### src/rtl/mux8_arbiter.sv
// mux8_arbiter: round-robin owner select for a shared 8:1 datapath mux, with grant hold timeout.
// Optional grant pinning via a Lock input when MUX8_ARBITER_LOCK_EN is defined.
module mux8_arbiter #(
  parameter int unsigned NUM_REQ  = 8,
  parameter int unsigned MAX_HOLD = 16,
  parameter int unsigned CNT_W    = 5
) (
  input  logic       Clock,
  input  logic       Reset,
  input  logic [7:0] Req,
  input  logic       Done,
`ifdef MUX8_ARBITER_LOCK_EN
  input  logic       Lock,
`endif
  output logic [7:0] Grant,
  output logic [2:0] Sel,
  output logic       Valid,
  output logic       Timeout
);

  localparam logic [0:0] IDLE  = 1'b0;
  localparam logic [0:0] GRANT = 1'b1;

  localparam int unsigned      HOLD_LAST_I = (MAX_HOLD == 0) ? 0 : MAX_HOLD - 1;
  localparam logic [CNT_W-1:0] HOLD_LAST   = CNT_W'(HOLD_LAST_I);
  localparam logic [2:0]       LAST_IDX    = 3'(NUM_REQ - 1);
  localparam logic [3:0]       NUM_REQ_4   = 4'(NUM_REQ);
  localparam bit               HOLD_EN     = (MAX_HOLD != 0);

  logic [0:0]       state;
  logic [2:0]       ptr;
  logic [CNT_W-1:0] holdcnt;
  logic [CNT_W-1:0] holdcnt_nxt;
  logic [7:0]       req_m;
  logic             any_req;
  logic [2:0]       winner;
  logic             found;
  logic [3:0]       idx;
  logic             lock;
  logic             hold_full;
  logic             owner_drop;
  logic             release_now;
  logic             timeout_only;
  logic [2:0]       next_ptr;

`ifdef MUX8_ARBITER_LOCK_EN
  assign lock = Lock;
`else
  assign lock = 1'b0;
`endif

  always_comb begin
    req_m = '0;
    for (int unsigned i = 0; i < 8; i++) begin
      req_m[i] = Req[i] && (i < NUM_REQ);
    end
  end

  assign any_req = |req_m;

  // Scan from ptr upward, wrapping at NUM_REQ; the first set masked request wins.
  always_comb begin
    winner = ptr;
    found  = 1'b0;
    idx    = '0;
    for (int unsigned i = 0; i < NUM_REQ; i++) begin
      idx = {1'b0, ptr} + 4'(i);
      if (idx >= NUM_REQ_4) begin
        idx = idx - NUM_REQ_4;
      end
      if (!found && req_m[idx[2:0]]) begin
        winner = idx[2:0];
        found  = 1'b1;
      end
    end
  end

  assign hold_full    = HOLD_EN && (holdcnt == HOLD_LAST);
  assign owner_drop   = !req_m[Sel];
  assign release_now  = Done || (!lock && (owner_drop || hold_full));
  assign timeout_only = !lock && hold_full && !Done && !owner_drop;
  assign next_ptr     = (Sel == LAST_IDX) ? 3'd0 : Sel + 3'd1;

  // Under Lock the counter parks at the timeout value so dropping Lock releases immediately.
  always_comb begin
    holdcnt_nxt = holdcnt;
    if (!(lock && hold_full) && (holdcnt != '1)) begin
      holdcnt_nxt = holdcnt + 1'b1;
    end
  end

  always_ff @(posedge Clock) begin
    if (!Reset) begin
      state   <= IDLE;
      Grant   <= '0;
      Sel     <= '0;
      Valid   <= 1'b0;
      Timeout <= 1'b0;
      ptr     <= '0;
      holdcnt <= '0;
    end else begin
      Timeout <= 1'b0;
      if (state == IDLE) begin
        if (any_req) begin
          state   <= GRANT;
          Grant   <= 8'h01 << winner;
          Sel     <= winner;
          Valid   <= 1'b1;
          holdcnt <= '0;
        end
      end else begin
        if (release_now) begin
          state   <= IDLE;
          Grant   <= '0;
          Valid   <= 1'b0;
          ptr     <= next_ptr;
          Timeout <= timeout_only;
        end else begin
          holdcnt <= holdcnt_nxt;
        end
      end
    end
  end

endmodule

### config.mk
export PLATFORM = sky130hd
export DESIGN_NAME = mux8_arbiter
export DESIGN_NICKNAME = d
export VERILOG_FILES = /design/src/rtl/mux8_arbiter.sv
export SDC_FILE = /design/constraint.sdc
export NUM_CORES = 1
export LEC_CHECK = 0
export CAP_MARGIN = 15
export CORE_MARGIN = 2
export CORE_UTILIZATION = 43
export CTS_CLUSTER_SIZE = 20
export DETAILED_ROUTE_END_ITERATION = 8
export PLACE_DENSITY = 0.65
export SLEW_MARGIN = 5
export SYNTH_ARGS = -nofsm -noshare
export SYNTH_HDL_FRONTEND = slang
export SYNTH_SLANG_ARGS = --single-unit
### constraint.sdc
create_clock -name Clock -period 4.4 [get_ports Clock]
set_input_delay 0.88 -clock Clock [delete_from_list [all_inputs] [get_ports Clock]]
set_output_delay 0.88 -clock Clock [all_outputs]
set_load 0.02 [all_outputs]
; ---- Yosys cells after proc, flatten, opt, wreduce, memory -nomap -nowiden
; Index checks and enable logic that the tools add are counted.
[word_totals]
register_bits = 22
latchBits = 0
ram_bits = 0
rom_bits = 0
input_bits = 11
out_inout_bits = 13
elab_cells = 131
n_memories = 0
[op_classes]
add_sub_neg = 17
mul = 0
n_div = 0
order_cmp = 17
n_eq_ne = 6
shifts = 1
muxes = 55
bitwise = 1
n_reduce_logical = 27
[op_table]
columns = operator, n
row1 = $mux 3, 17
row2 = $lt 3x4->1 const B, 9
row3 = $ge 4x4->1 const B, 7
row4 = $bmux 1 s3, 9
row5 = $mux 8, 3
row6 = $sub 3x1->3 const B, 8
row7 = $mux 1, 22
row8 = $mux 5, 4
row9 = $add 3x3->4 const B, 4
row10 = $logic_and 1x1->1, 9
row11 = $logic_not 1->1, 9
row12 = $add 3x2->4 const B, 2
row13 = $reduce_or 8->1, 1
row14 = $shl 1x3->8 const A, 1
row15 = $reduce_and 2->1, 3
row16 = $reduce_and 3->1, 2
row17 = $add 5x1->5 const B, 1
row18 = $eq 5x4->1 const B, 1
row19 = $ne 5x5->1 const B, 1
row20 = $add 3x1->4 const B, 1
row21 = $ge 3x4->1 const B, 1
row22 = $ne 2x1->1 const B, 2
row23 = $add 3x1->3 const B, 1
row24 = $eq 3x3->1 const B, 1
row25 = other kinds (4), 5

; ---- Logic depth before layout (Yosys ltp)
[logic_depth]
word_depth = 29
ltp_mapped = 13

; ---- Least setup slack after synthesis
; No wires, ideal clock.
[synth_timing]
path_kind = reg2reg
from = reg ptr[1]
to = reg Grant[0]
setup_time_ps = 59
arrival_ps = 3002
required_time_ps = 4341
slack_ps = 1338
stages_incl_launch_ff = 13
period_less_slack_ps = 3062
cell_sequence = dfxtp_1 > buf_2 > inv_1 > ha_1 > buf_6 > buf_4 > mux4_2 > mux2i_1 > o21a_1 > o31ai_1 > or3_4 > a211oi_4 > a32o_2
[synth_via]
elab_chain_len = 29
word_cells_on_any_way = 79
classes_between = 15 x add/sub / 8 x order compare / 1 x shift / 41 x mux / 14 x reduce/logical
[synth_rtl]
columns = element, line_no
row1 = start: declaration, 31  ; logic [2:0] ptr;
row2 = start signal: assignment, 116  ; ptr <= next_ptr;
row3 = branches (longest 25 deep; another with $add 3x1->4), --
row4 = $mux 3 (*), 71  ; if (!found && req_m[idx[2:0]]) begin
row5 = $shl 1x3->8 (*), 106  ; Grant <= 8'h01 << winner;
row6 = $mux 8 (*), 104  ; if (any_req) begin
row7 = $mux 8 (*), 103  ; if (state == IDLE) begin
row8 = end signal: assignment, 106
row9 = end: declaration, 15  ; output logic [7:0] Grant,
; Mark *: on every way between the ends. The select of a mux whose other input is x is not followed.
; A chain may end at the register's enable or synchronous reset.

; ---- Worst setup path after layout
[layout_timing]
from = in Req[7]
to = reg Grant[0]
[layout_via]
elab_chain_len = 27
word_cells_on_any_way = 57
classes_between = 1 x eq/ne / 1 x shift / 35 x mux / 20 x reduce/logical
[layout_rtl]
columns = element, line_no
row1 = start: declaration, 10  ; input logic [7:0] Req,
row2 = $bmux 1 s3, 71
row3 = $mux 1 (implied by the code), 71
row4 = $mux 1, 71
row5 = $logic_not 1->1, 71
row6 = $logic_and 1x1->1, 71
row7 = $mux 1, 71
row8 = $logic_not 1->1, 71
row9 = $logic_and 1x1->1, 71
row10 = (+11 left out), --
row11 = $logic_and 1x1->1, 71
row12 = $mux 1, 71
row13 = $logic_not 1->1, 71
row14 = $logic_and 1x1->1, 71
row15 = $mux 3, 71
row16 = $shl 1x3->8, 106
row17 = $mux 8, 104
row18 = $mux 8, 103
; Several ways; a longest one is shown, not always the timed one. The select of a mux whose other input is x is not followed.

==> key figures <==
Layout
  – Layout cell share with drive strength beyond 1: a little under a fifth
  – Nets: between 200 and 250
  – Fin cells: around 260
  – N_diodes: 0
  – Multi-input gate area: 1348 um2
  – FF+latch area: roughly 440 um2
  – Area grow syn2layout: 16.19%
  – Fillers: 402

Yosys
  – Net Count, Synth: around 210
  – Most frequent cell after synthesis: dfxtp_1
  – Top cell type's share of synthesized area: roughly a quarter
  – Largest family of logic cells by synthesized area: multiplexers
  – Mean Syn Cell Area: between 9 and 10 um2
  – Post-synth top flop: dfxtp_1
  – Yosys warning total: 0
  – Seq/Total Area, Yosys: a little under a quarter
  – Count of cell types in the netlist: 59
  – Simple-gate share of the synthesized area: between 10% and 20%
  – Portion of netlist area occupied by mux cells: between 20% and 30%
  – Post-synth EDFFs: 0
  – FFs w/ async S/R, synth: 0%
  – Dominant cell type by area after synthesis: dfxtp_1
  – Post-Syn Instances: ~190
  – Synth Cell Area: approximately 1900 um2
  – Synth top cells by count: dfxtp_1 (22), nand2_1 (19), nor2_1 (14)
  – Top cells by area, synth: dfxtp_1 (23%), mux4_2 (11%), ha_1 (4.6%), mux2i_1 (4.2%), mux4_1 (4.2%)
  – #FFs+latches synth: 22
  – Post-synthesis compound-gate area fraction: 21.50%
  – Synth Area in Adders: under 10%
  – Post-synthesis xor/xnor area fraction: under 10%

Clocking
  – CTS H-tree depth: 1
  – Clock Tree Root: clkbuf_8
  – Post-CTS Setup Bufs: 0
  – Cts-stage hold buffer count: 0
  – CTS tree: yes
  – CTS sink cnt: 22
  – Worst-path clk slew: ~0.07 ns
  – PostCTS Resize Cnt: 0
  – TritonCTS buffer count: 3
  – Clk_lat worst skew: roughly 0.26 ns
  – Clk buf depth: 2

Pwr
  – Design Power: slightly below 0.0008 W
  – Peak VDD IR: 285.8 uV
  – Leakage power: ~0.80 nW
  – Pwr Density: 360.9 nW/um2

Critical path
  – CP max FO: 7
  – Max incr delay on CP: 0.73 ns
  – Worst setup SP type: input pin
  – Cell family with most CP delay: multiplexers
  – CP Data Required Time: approximately 4.6 ns
  – Critical path depth in cells: 8
  – Reg-to-reg startpoint: ptr[1]
  – Type of destination of the critical path: flip-flop
  – Critical path type: in2reg
  – Critical path, cell by cell: clkdlybuf4s50_1 -> mux4_1 -> mux2i_4 -> nand2_1 -> nor4b_2 -> o21ai_1 -> a211oi_4 -> a32o_2
  – Critical Path AT: 3.61 ns
  – Worst path bufs/invs: 1
  – CP max-delay cell: mux4_1
  – R2r endpoint: Grant[0]
  – FF-to-FF setup slack: ~1.1 ns
  – Reg2Reg Depth: 9

Floorplanning
  – Core ar.: around 4300 um2
  – Initial core utilization: approximately 44%
  – Die height: roughly 70 um
  – IO Pins: 24
  – Die footprint: just under 5000 um2
  – Rows: 24
  – Die X: about 70 um

Global routing
  – Gr usage total: 17.43%
  – Initial antenna violation count: 0
  – Vias in the first global route: around 1,400
  – Overflow after GRT: 0
  – First-pass GRT wire length: between 7000 and 8000 um
  – Largest net degree at the start of global routing: 19

STA
  – Final hold violation count: 0
  – Slew margin rel.: around 51%
  – Final clock skew: approximately 0.0058 ns
  – Min Clock Period, post-route: between 3 and 4 ns
  – Setup TNS Final: 0 ns
  – Slew Viols, Final: 0
  – Final period util: about 77%
  – Achievable clock frequency: between 200 and 300 MHz
  – Worst Max-Slew Pin Slew: 0.7333 ns
  – Final setup vio count: 0
  – RSZ-0062 raised after global routing: false

Route
  – DRC viols: 0
  – 1st-pass router iterations: 4
  – Vias per cell: a little under 6
  – Routed wire per std cell: about 16 um
  – Antenna viol nets, final: 0
  – DRT Wirelength: about 4200 um
  – Routed vias: 1,560
  – Initial DRC Count: approximately 200

Placed design
  – GPL Wtd Cong: 0.8993
  – # placed instances: between 200 and 300
  – Number of port buffers: 23
  – Post-DP HPWL: 3216 um

Run
  – Max cap viols: 0

Worst hold path
  – HP Class: reg2reg
  – Hold Path Cell Cnt: 2
  – Hold path endpoint: Grant[7]
  – Hold Startpoint: Grant[7]

Status
  – Status: completed
-- placed cells by master, fill, tap and decap left out, types with 2 or more instances in the layout --
cell type        instances
o31ai_1                  5
mux2_2                   4
xnor2_1                  3
o21a_1                   5
a22o_1                   2
a32o_2                   4
nand2_1                 19
buf_4                    3
nand3_1                  4
inv_1                    7
xor2_1                   2
a31oi_1                  2
mux4_2                   9
o21ai_0                  4
mux2i_4                  3
nor2b_1                  4
mux4_1                   3
nand3b_1                 2
clkbuf_8                 4
mux2i_1                  8
dfxtp_1                 22
nand2b_1                 3
a21oi_1                  8
a21o_1                   2
clkdlybuf4s50_1         23
nor2_1                  14
or2_2                    2
nor4_1                   2
and3_1                   2
ha_1                     7
o21ai_1                  4
-- area by class of cell --
type / count / area share, %
Clock buffer: 4 / 2.513
Inverter: 8 / 1.371
Multi-Input combinational cell: 151 / 61.51
Sequential cell: 22 / 20.10
Tap cell: 52 / 2.970
Timing Repair Buffer: 26 / 11.54
-- per-stage QoR --
step / setup slack (ns) / instance area (um2) / util [%] / hold slack [ns]
2_1_floorplan: 1.338 / 1886 / - / 0.4691
3_3_place_gp: 0.7639 / 2136 / 49.74 / 0.4482
3_5_place_dp: 0.7732 / 2136 / 49.74 / 0.4444
4_1_cts: 1.036 / 2191 / 51.02 / 0.4620
5_1_grt: 0.8597 / 2191 / 51.02 / 0.4797
6_report: 0.9910 / 2191 / 51.02 / 0.4599
-- kinds of logic after synthesis --
group / Yosys count
AO/OA/AOI/OAI: 50
AND/OR/NAND/NOR: 61
XOR/XNOR: 6
flip-flops: 22
buffers and inverters: 16
adder cells (fa/ha/maj): 7
multiplexers: 27
-- flip-flops by register name (all words and copies together), names as in the netlist --
name,count
Sel,3
holdcnt,5
state,1
Grant,8
ptr,3
Valid,1
Timeout,1
-- worst max-delay path by stage --
stage | start | end | slack [ns]
floorplan | ptr[1] | Grant[0] | 1.34
global placement | Req[7] | Grant[2] | 0.76
detailed placement | Req[2] | Grant[0] | 0.77
CTS | Req[2] | Grant[0] | 1.04
global route | Req[2] | Grant[4] | 0.86
finish | Req[7] | Grant[0] | 0.99
-- where the power goes --
part / switching [W] / total [W] / internal, W
Clock: 0.0000613 / 0.000141 / 0.0000796
Combinational: 0.000221 / 0.000411 / 0.000189
Sequential: 0.0000209 / 0.000239 / 0.000218
-- layer usage --
metal	part of all wire (%)	vias up	global-route usage, %
met5	0	-	0
met4	1.2	0	3.419
met3	2.4	6	2.453
met2	49	25	29.04
met1	48	753	24.25
li1	-	776	-
-- worst register-to-register path, delay by kind of cell, from the launching register on --
| kind | cells | cell delay [ns] |
|---|---|---|
| buffers and inverters | 1 | 0.07 |
| and+or+nand+nor | 1 | 0.42 |
| muxes | 2 | 0.78 |
| DFF | 1 | 0.36 |
| adders and majority gates | 1 | 0.64 |
| AOI/OAI and AO/OA | 4 | 1.02 |
(Power assumes the default switching activity.)
